[config.mk]
export PLATFORM = sky130hd
export DESIGN_NAME = bs_bp_shading_light_seq
export DESIGN_NICKNAME = d
export VERILOG_FILES = /design/src/rtl/bs_bp_shading_light_seq.sv
export SDC_FILE = /design/constraint.sdc
export NUM_CORES = 1
export LEC_CHECK = 0
export BUFFER_PORTS_ARGS = -buffer_cell sky130_fd_sc_hd__buf_2
export CORE_AREA = 2 2 265 267
export CTS_CLUSTER_DIAMETER = 150
export DETAILED_ROUTE_END_ITERATION = 8
export DIE_AREA = 0 0 267 269
export HOLD_SLACK_MARGIN = 0.02
export PLACE_DENSITY_LB_ADDON = 0.05
export SETUP_SLACK_MARGIN = 0.3
export SLEW_MARGIN = 20
export SYNTH_ARGS = -nofsm -noshare
export SYNTH_HDL_FRONTEND = slang
export SYNTH_SLANG_ARGS = --single-unit
[constraint.sdc]
create_clock -name i_clk -period 16.8 [get_ports i_clk]
set_clock_uncertainty 0.15 [all_clocks]
set_input_delay 2.52 -clock i_clk [delete_from_list [all_inputs] [get_ports i_clk]]
set_output_delay 2.52 -clock i_clk [all_outputs]
set_load 0.05 [all_outputs]
[src/rtl/bs_bp_shading_light_seq.sv]
// Per-light shading sequencer: walks the light table, time-shares one shading unit,
// and folds the saturated per-light RGB sum plus ambient into one clamped result.
module bs_bp_shading_light_seq #(
    parameter int MAX_L = 8,
    parameter int LEN_N = $clog2(MAX_L + 1),
    parameter int LEN_A = $clog2(MAX_L)
) (
    input  logic                    i_clk,
    input  logic                    i_rstn,
    input  logic                    i_en,
    input  logic        [LEN_N-1:0] i_num_lights,
    input  logic signed [31:0]      i_amb_light     [0:2],
    output logic        [LEN_A-1:0] o_light_rd_addr,
    input  logic signed [31:0]      i_light_rd_data [0:1][0:2],
    output logic signed [31:0]      o_unit_light    [0:1][0:2],
    output logic                    o_unit_en,
    input  logic signed [31:0]      i_unit_light    [0:2],
    input  logic                    i_unit_valid,
    output logic signed [31:0]      o_light         [0:2],
    output logic                    o_busy,
    output logic                    o_valid
);

    typedef enum logic [2:0] {
        S_IDLE,
        S_RD,
        S_LATCH,
        S_ISSUE,
        S_WAIT,
        S_DONE
    } state_t;

    state_t             r_state;
    logic [LEN_N-1:0]   r_count;
    logic [LEN_N-1:0]   r_idx;
    logic signed [31:0] r_amb [0:2];
    logic [15:0]        r_acc [0:2];

    logic [LEN_N-1:0]   w_num;
    logic               w_more;
    logic [15:0]        w_acc_next [0:2];
    logic [31:0]        w_final    [0:2];

    assign w_num  = (i_num_lights > LEN_N'(MAX_L)) ? LEN_N'(MAX_L) : i_num_lights;
    assign w_more = ({1'b0, r_idx} + 1'b1) < {1'b0, r_count};
    assign o_light_rd_addr = (r_state == S_IDLE) ? '0 : r_idx[LEN_A-1:0];

    // The final value is formed from the accumulator as it will be after this
    // cycle's update, so a zero-light request sees ambient plus zero.
    for (genvar c = 0; c < 3; c++) begin : g_ch
        logic        [32:0] w_term;
        logic        [32:0] w_sum;
        logic        [32:0] w_total;
        logic signed [31:0] w_amb_sel;
        logic        [15:0] w_acc_sel;

        assign w_term        = i_unit_light[c][31] ? 33'd0 : {1'b0, i_unit_light[c]};
        assign w_sum         = {17'd0, r_acc[c]} + w_term;
        assign w_acc_next[c] = (w_sum[32:16] != '0) ? 16'hffff : w_sum[15:0];
        assign w_amb_sel     = (r_state == S_IDLE) ? i_amb_light[c] : r_amb[c];
        assign w_acc_sel     = (r_state == S_WAIT) ? w_acc_next[c] : 16'd0;
        assign w_total       = {w_amb_sel[31], w_amb_sel} + {17'd0, w_acc_sel};
        assign w_final[c]    = w_total[32] ? 32'd0 :
                               (w_total[31:16] != '0) ? 32'h0000ffff :
                               {16'd0, w_total[15:0]};
    end

    always_ff @(posedge i_clk) begin
        if (!i_rstn) begin
            r_state   <= S_IDLE;
            r_count   <= '0;
            r_idx     <= '0;
            o_unit_en <= 1'b0;
            o_busy    <= 1'b0;
            o_valid   <= 1'b0;
            for (int c = 0; c < 3; c++) begin
                r_amb[c]           <= '0;
                r_acc[c]           <= '0;
                o_light[c]         <= '0;
                o_unit_light[0][c] <= '0;
                o_unit_light[1][c] <= '0;
            end
        end else begin
            o_unit_en <= 1'b0;
            o_valid   <= 1'b0;
            unique case (r_state)
                S_IDLE: begin
                    if (i_en) begin
                        r_count <= w_num;
                        r_idx   <= '0;
                        o_busy  <= 1'b1;
                        for (int c = 0; c < 3; c++) begin
                            r_amb[c] <= i_amb_light[c];
                            r_acc[c] <= '0;
                        end
                        if (w_num != '0) begin
                            r_state <= S_RD;
                        end else begin
                            r_state <= S_DONE;
                            o_valid <= 1'b1;
                            for (int c = 0; c < 3; c++) o_light[c] <= w_final[c];
                        end
                    end
                end
                S_RD: r_state <= S_LATCH;
                S_LATCH: begin
                    o_unit_light <= i_light_rd_data;
                    o_unit_en    <= 1'b1;
                    r_state      <= S_ISSUE;
                end
                S_ISSUE: r_state <= S_WAIT;
                S_WAIT: begin
                    if (i_unit_valid) begin
                        r_idx <= r_idx + 1'b1;
                        for (int c = 0; c < 3; c++) r_acc[c] <= w_acc_next[c];
                        if (w_more) begin
                            r_state <= S_RD;
                        end else begin
                            r_state <= S_DONE;
                            o_valid <= 1'b1;
                            for (int c = 0; c < 3; c++) o_light[c] <= w_final[c];
                        end
                    end
                end
                S_DONE: begin
                    o_busy  <= 1'b0;
                    r_state <= S_IDLE;
                end
                default: r_state <= S_IDLE;
            endcase
        end
    end

endmodule

==> impl_metrics.py <==
metrics = {
    "min_path": {
        "hp-start": "o_light[2]",
        "hold_path_class": "reg -> reg",
        "hold_depth": 2,
        "min_to": "o_light[2]",
    },
    "grt": {
        "grt_max_degree": 112,
        "grt_pass1_wl_um": 130000,
        "grt_pass1_vias": 22035,
        "antenna_found_initial": 33,
        "grt_usage_pct": 23.0,
        "overflow": 0,
    },
    "die": {
        "die_w_um": 267,
        "core-area_um2": 69300,
        "die_y_um": 269,
        "initial_core_util_pct": 35.2,
        "ios": 686,
        "num_rows": 97,
        "die-area_um2": 71800,
    },
    "pwr": {
        "ir_worst_vdd_v": 0.0000881,
        "power.density_nw_per_um2": 102,
        "p_leak_uw": 0.0131,
    },
    "routing": {
        "drt_iter0_drc": 1733,
        "wl_per_cell_um": 19.4,
        "via_per_inst": 5.25,
        "dr.pass1.iters": 5,
        "num_vias": 23755,
        "wl_um": 87600,
        "final_antenna_net_count": 0,
        "drc": 0,
    },
    "yosys": {
        "synth.avg_cell_area_um2": 8.14,
        "synth_area_um2": 24400,
        "ys_seq_area_share_pct": 38.6,
        "synthCells": 2996,
        "ys_ff_latch": 398,
        "ys_types": 91,
        "ys.flop_type": "dfxtp_1",
        "synthArstFlopShare_pct": 0,
        "yosysWarnings": 0,
        "synth_edf_count": 144,
    },
    "clock_tree": {
        "ctsHoldBuffers": 0,
        "clock-sinks": 398,
        "tritoncts": "built",
        "cts_root_buffer": "clkbuf_16",
        "htree_levels": 2,
        "clock_latency_ns": 0.59,
        "cts_resized": 0,
        "post_cts_buffers": 0,
        "clk_pin_slew_worst_paths_ns": 0.06,
        "clockBufferDepth": 3,
        "numCtsBuffers": 48,
    },
    "placement": {
        "place_area_um2": 28100,
        "place_hpwl_um": 66000,
        "portBuffers": 637,
        "dpl.cell_count": 4427,
        "place.gp.congestion": 0.897,
    },
    "setup_path": {
        "regToRegEndpoint": "o_light[72]",
        "reg2regPathDepth": 21,
        "r2r_setup_slack_ns": 8.95,
        "crit_required_ns": 17.06,
        "crit_arrival_ns": 10.14,
        "crit_path_max_fanout": 27,
        "startpoint_type": "input pin",
        "cp-end-kind": "register",
        "critical_path.reg2reg.startpoint": "r_acc[0][0]",
        "worstSetupPathType": "in -> reg",
    },
    "timing": {
        "setup_viol": 0,
        "fmax_mhz": 101,
        "hold_violations": 0,
        "tightest_slew_ns": 1.13,
        "finalHoldWorstSlack_ns": 0.298,
        "rsz0062_at_grt": "no",
        "fin_setup_tns_ns": 0,
        "maxSlewViolCount": 0,
        "min_period_ns": 9.89,
        "finalCritPeriodShare_pct": 58.9,
        "slew-limit-headroom_pct": 25.0,
    },
    "run_status": {
        "status": "finished clean",
    },
    "layout": {
        "final_area_um2": 29700,
        "nets": 4036,
        "drive_above_1_share_pct": 21.8,
        "stdcell_count": 4525,
        "area_delta_synth_final_pct": 21.9,
    },
    "run": {
        "drv_cap": 0,
    },
}
==> how the worst max path moves through the flow <==
| stage | from | end | slack [ns] | depth (start not counted) |
|---|---|---|---|---|
| 2_1_floorplan | i_unit_light[31] | o_light[11] | 7.67 | 26 |
| 3_3_place_gp | i_unit_light[63] | o_light[41] | 6.68 | 25 |
| 3_5_place_dp | i_unit_light[63] | o_light[41] | 6.48 | 25 |
| 4_1_cts | i_unit_light[63] | o_light[41] | 7.07 | 25 |
| 5_1_grt | i_unit_light[95] | o_light[72] | 6.36 | 23 |
| 6_report | i_unit_light[95] | o_light[72] | 6.91 | 23 |
==> worst max-delay path, stage by stage <==
cell       delay [ns]
buf_2            0.41
nor2b_1          0.11
ha_1             0.25
fa_1             0.41
a21oi_1          0.21
o21bai_1         0.13
nor4_1           0.46
nand4bb_1        0.33
a21oi_1          0.10
o311ai_0         0.77
and2_1           0.65
and3_1           0.29
a21oi_1          0.08
ha_1             0.46
a2111oi_0        0.43
o21ai_0          0.19
a31oi_1          0.50
o21ai_0          0.15
a21oi_1          0.31
mux2i_1          0.23
o2111ai_1        0.20
nor4_4           0.77
a311oi_1         0.18
==> area by class of cell <==
class,count,area (um^2)
antenna,9,22.5
fill,7128,39600
multi-input combinational,2398,14000
sequential,398,9410
clock inverter,18,169
clock buffer,70,1410
timing repair buffer,660,3390
tap,940,1180
inverter,32,125
==> logic make-up (layout without fill, tap and decap cells) <==
family          after synthesis  in the layout  synth area share, %
compound gates              800            800                 20.0
xor+xnor                    114            114                 4.09
fa+ha+maj                   106            106                 5.62
buf+inv                     247            780                 4.85
flops                       398            398                 38.6
mux                          52             52                 2.24
other cells                   1             57               0.0154
simple gates               1278           1278                 24.6
==> per-stage QoR <==
| step | power [uW] | worst slack [ns] | util [%] |
|---|---|---|---|
| final | 3050 | 6.91 | 42.9 |
| after global routing | 3200 | 6.36 | 42.9 |
| after CTS | 3080 | 7.07 | 42.8 |
| after detailed placement | 2010 | 6.48 | 40.6 |
| after global placement | 2010 | 6.68 | 40.6 |
| after floorplan | 1770 | 7.67 | - |
==> placed cells by master (no fill, tap or decap), types with 41 or more instances in the layout <==
cell type,synthesis,layout
nor3_1,53,52
xnor2_1,64,64
nand2_1,660,657
and2_1,138,138
edfxtp_1,144,144
ha_1,100,100
a21oi_1,420,420
xor2_1,50,50
o21ai_0,89,89
dfxtp_1,254,254
buf_2,26,637
conb_1,1,48
nor2b_1,58,58
mux2i_1,41,41
clkbuf_16,0,51
nand3_1,58,57
a21o_1,41,41
nor2_1,146,144
==> synth_stat cells, types with 22 or more instances <==
| library cell | count | area share [%] |
|---|---|---|
| a211oi_1 | 37 | 1.1 |
| a21o_1 | 41 | 1.3 |
| a21oi_1 | 420 | 8.6 |
| a31oi_1 | 22 | 0.56 |
| and2_1 | 138 | 3.5 |
| and3_1 | 25 | 0.64 |
| buf_2 | 26 | 0.53 |
| buf_4 | 51 | 1.6 |
| clkbuf_1 | 126 | 1.9 |
| dfxtp_1 | 254 | 21 |
| edfxtp_1 | 144 | 18 |
| ha_1 | 100 | 5.1 |
| inv_1 | 32 | 0.49 |
| mux2i_1 | 41 | 1.7 |
| nand2_1 | 660 | 10 |
| nand3_1 | 58 | 1.2 |
| nand4_1 | 28 | 0.72 |
| nor2_1 | 146 | 2.2 |
| nor2b_1 | 58 | 1.5 |
| nor3_1 | 53 | 1.1 |
| nor4_1 | 25 | 0.64 |
| o21ai_0 | 89 | 1.8 |
| xnor2_1 | 64 | 2.3 |
| xor2_1 | 50 | 1.8 |
==> layer usage <==
| metal | part of all wire, % | vias to the layer above | wire length [um] | GRT usage [%] |
|---|---|---|---|---|
| li1 | - | 11652 | - | - |
| met1 | 44 | 11167 | 38800 | 31.1 |
| met2 | 46 | 766 | 40300 | 36.7 |
| met3 | 7.5 | 134 | 6610 | 6.20 |
| met4 | 1.8 | 36 | 1620 | 4.74 |
| met5 | 0.27 | - | 240 | 0 |
==> where the power goes <==
group / internal, uW / switching (uW)
clock: 614 / 436
combinational: 264 / 603
sequential: 1090 / 43.2
==> registers in the layout, summed over array words and instances, names as in the netlist, 3 cells and up <==
register	cells
r_count	4
o_unit_light	192
r_acc	48
r_state	3
r_idx	4
r_amb	96
o_light	48
No activity file was read; power rests on OpenSTA's default activity.
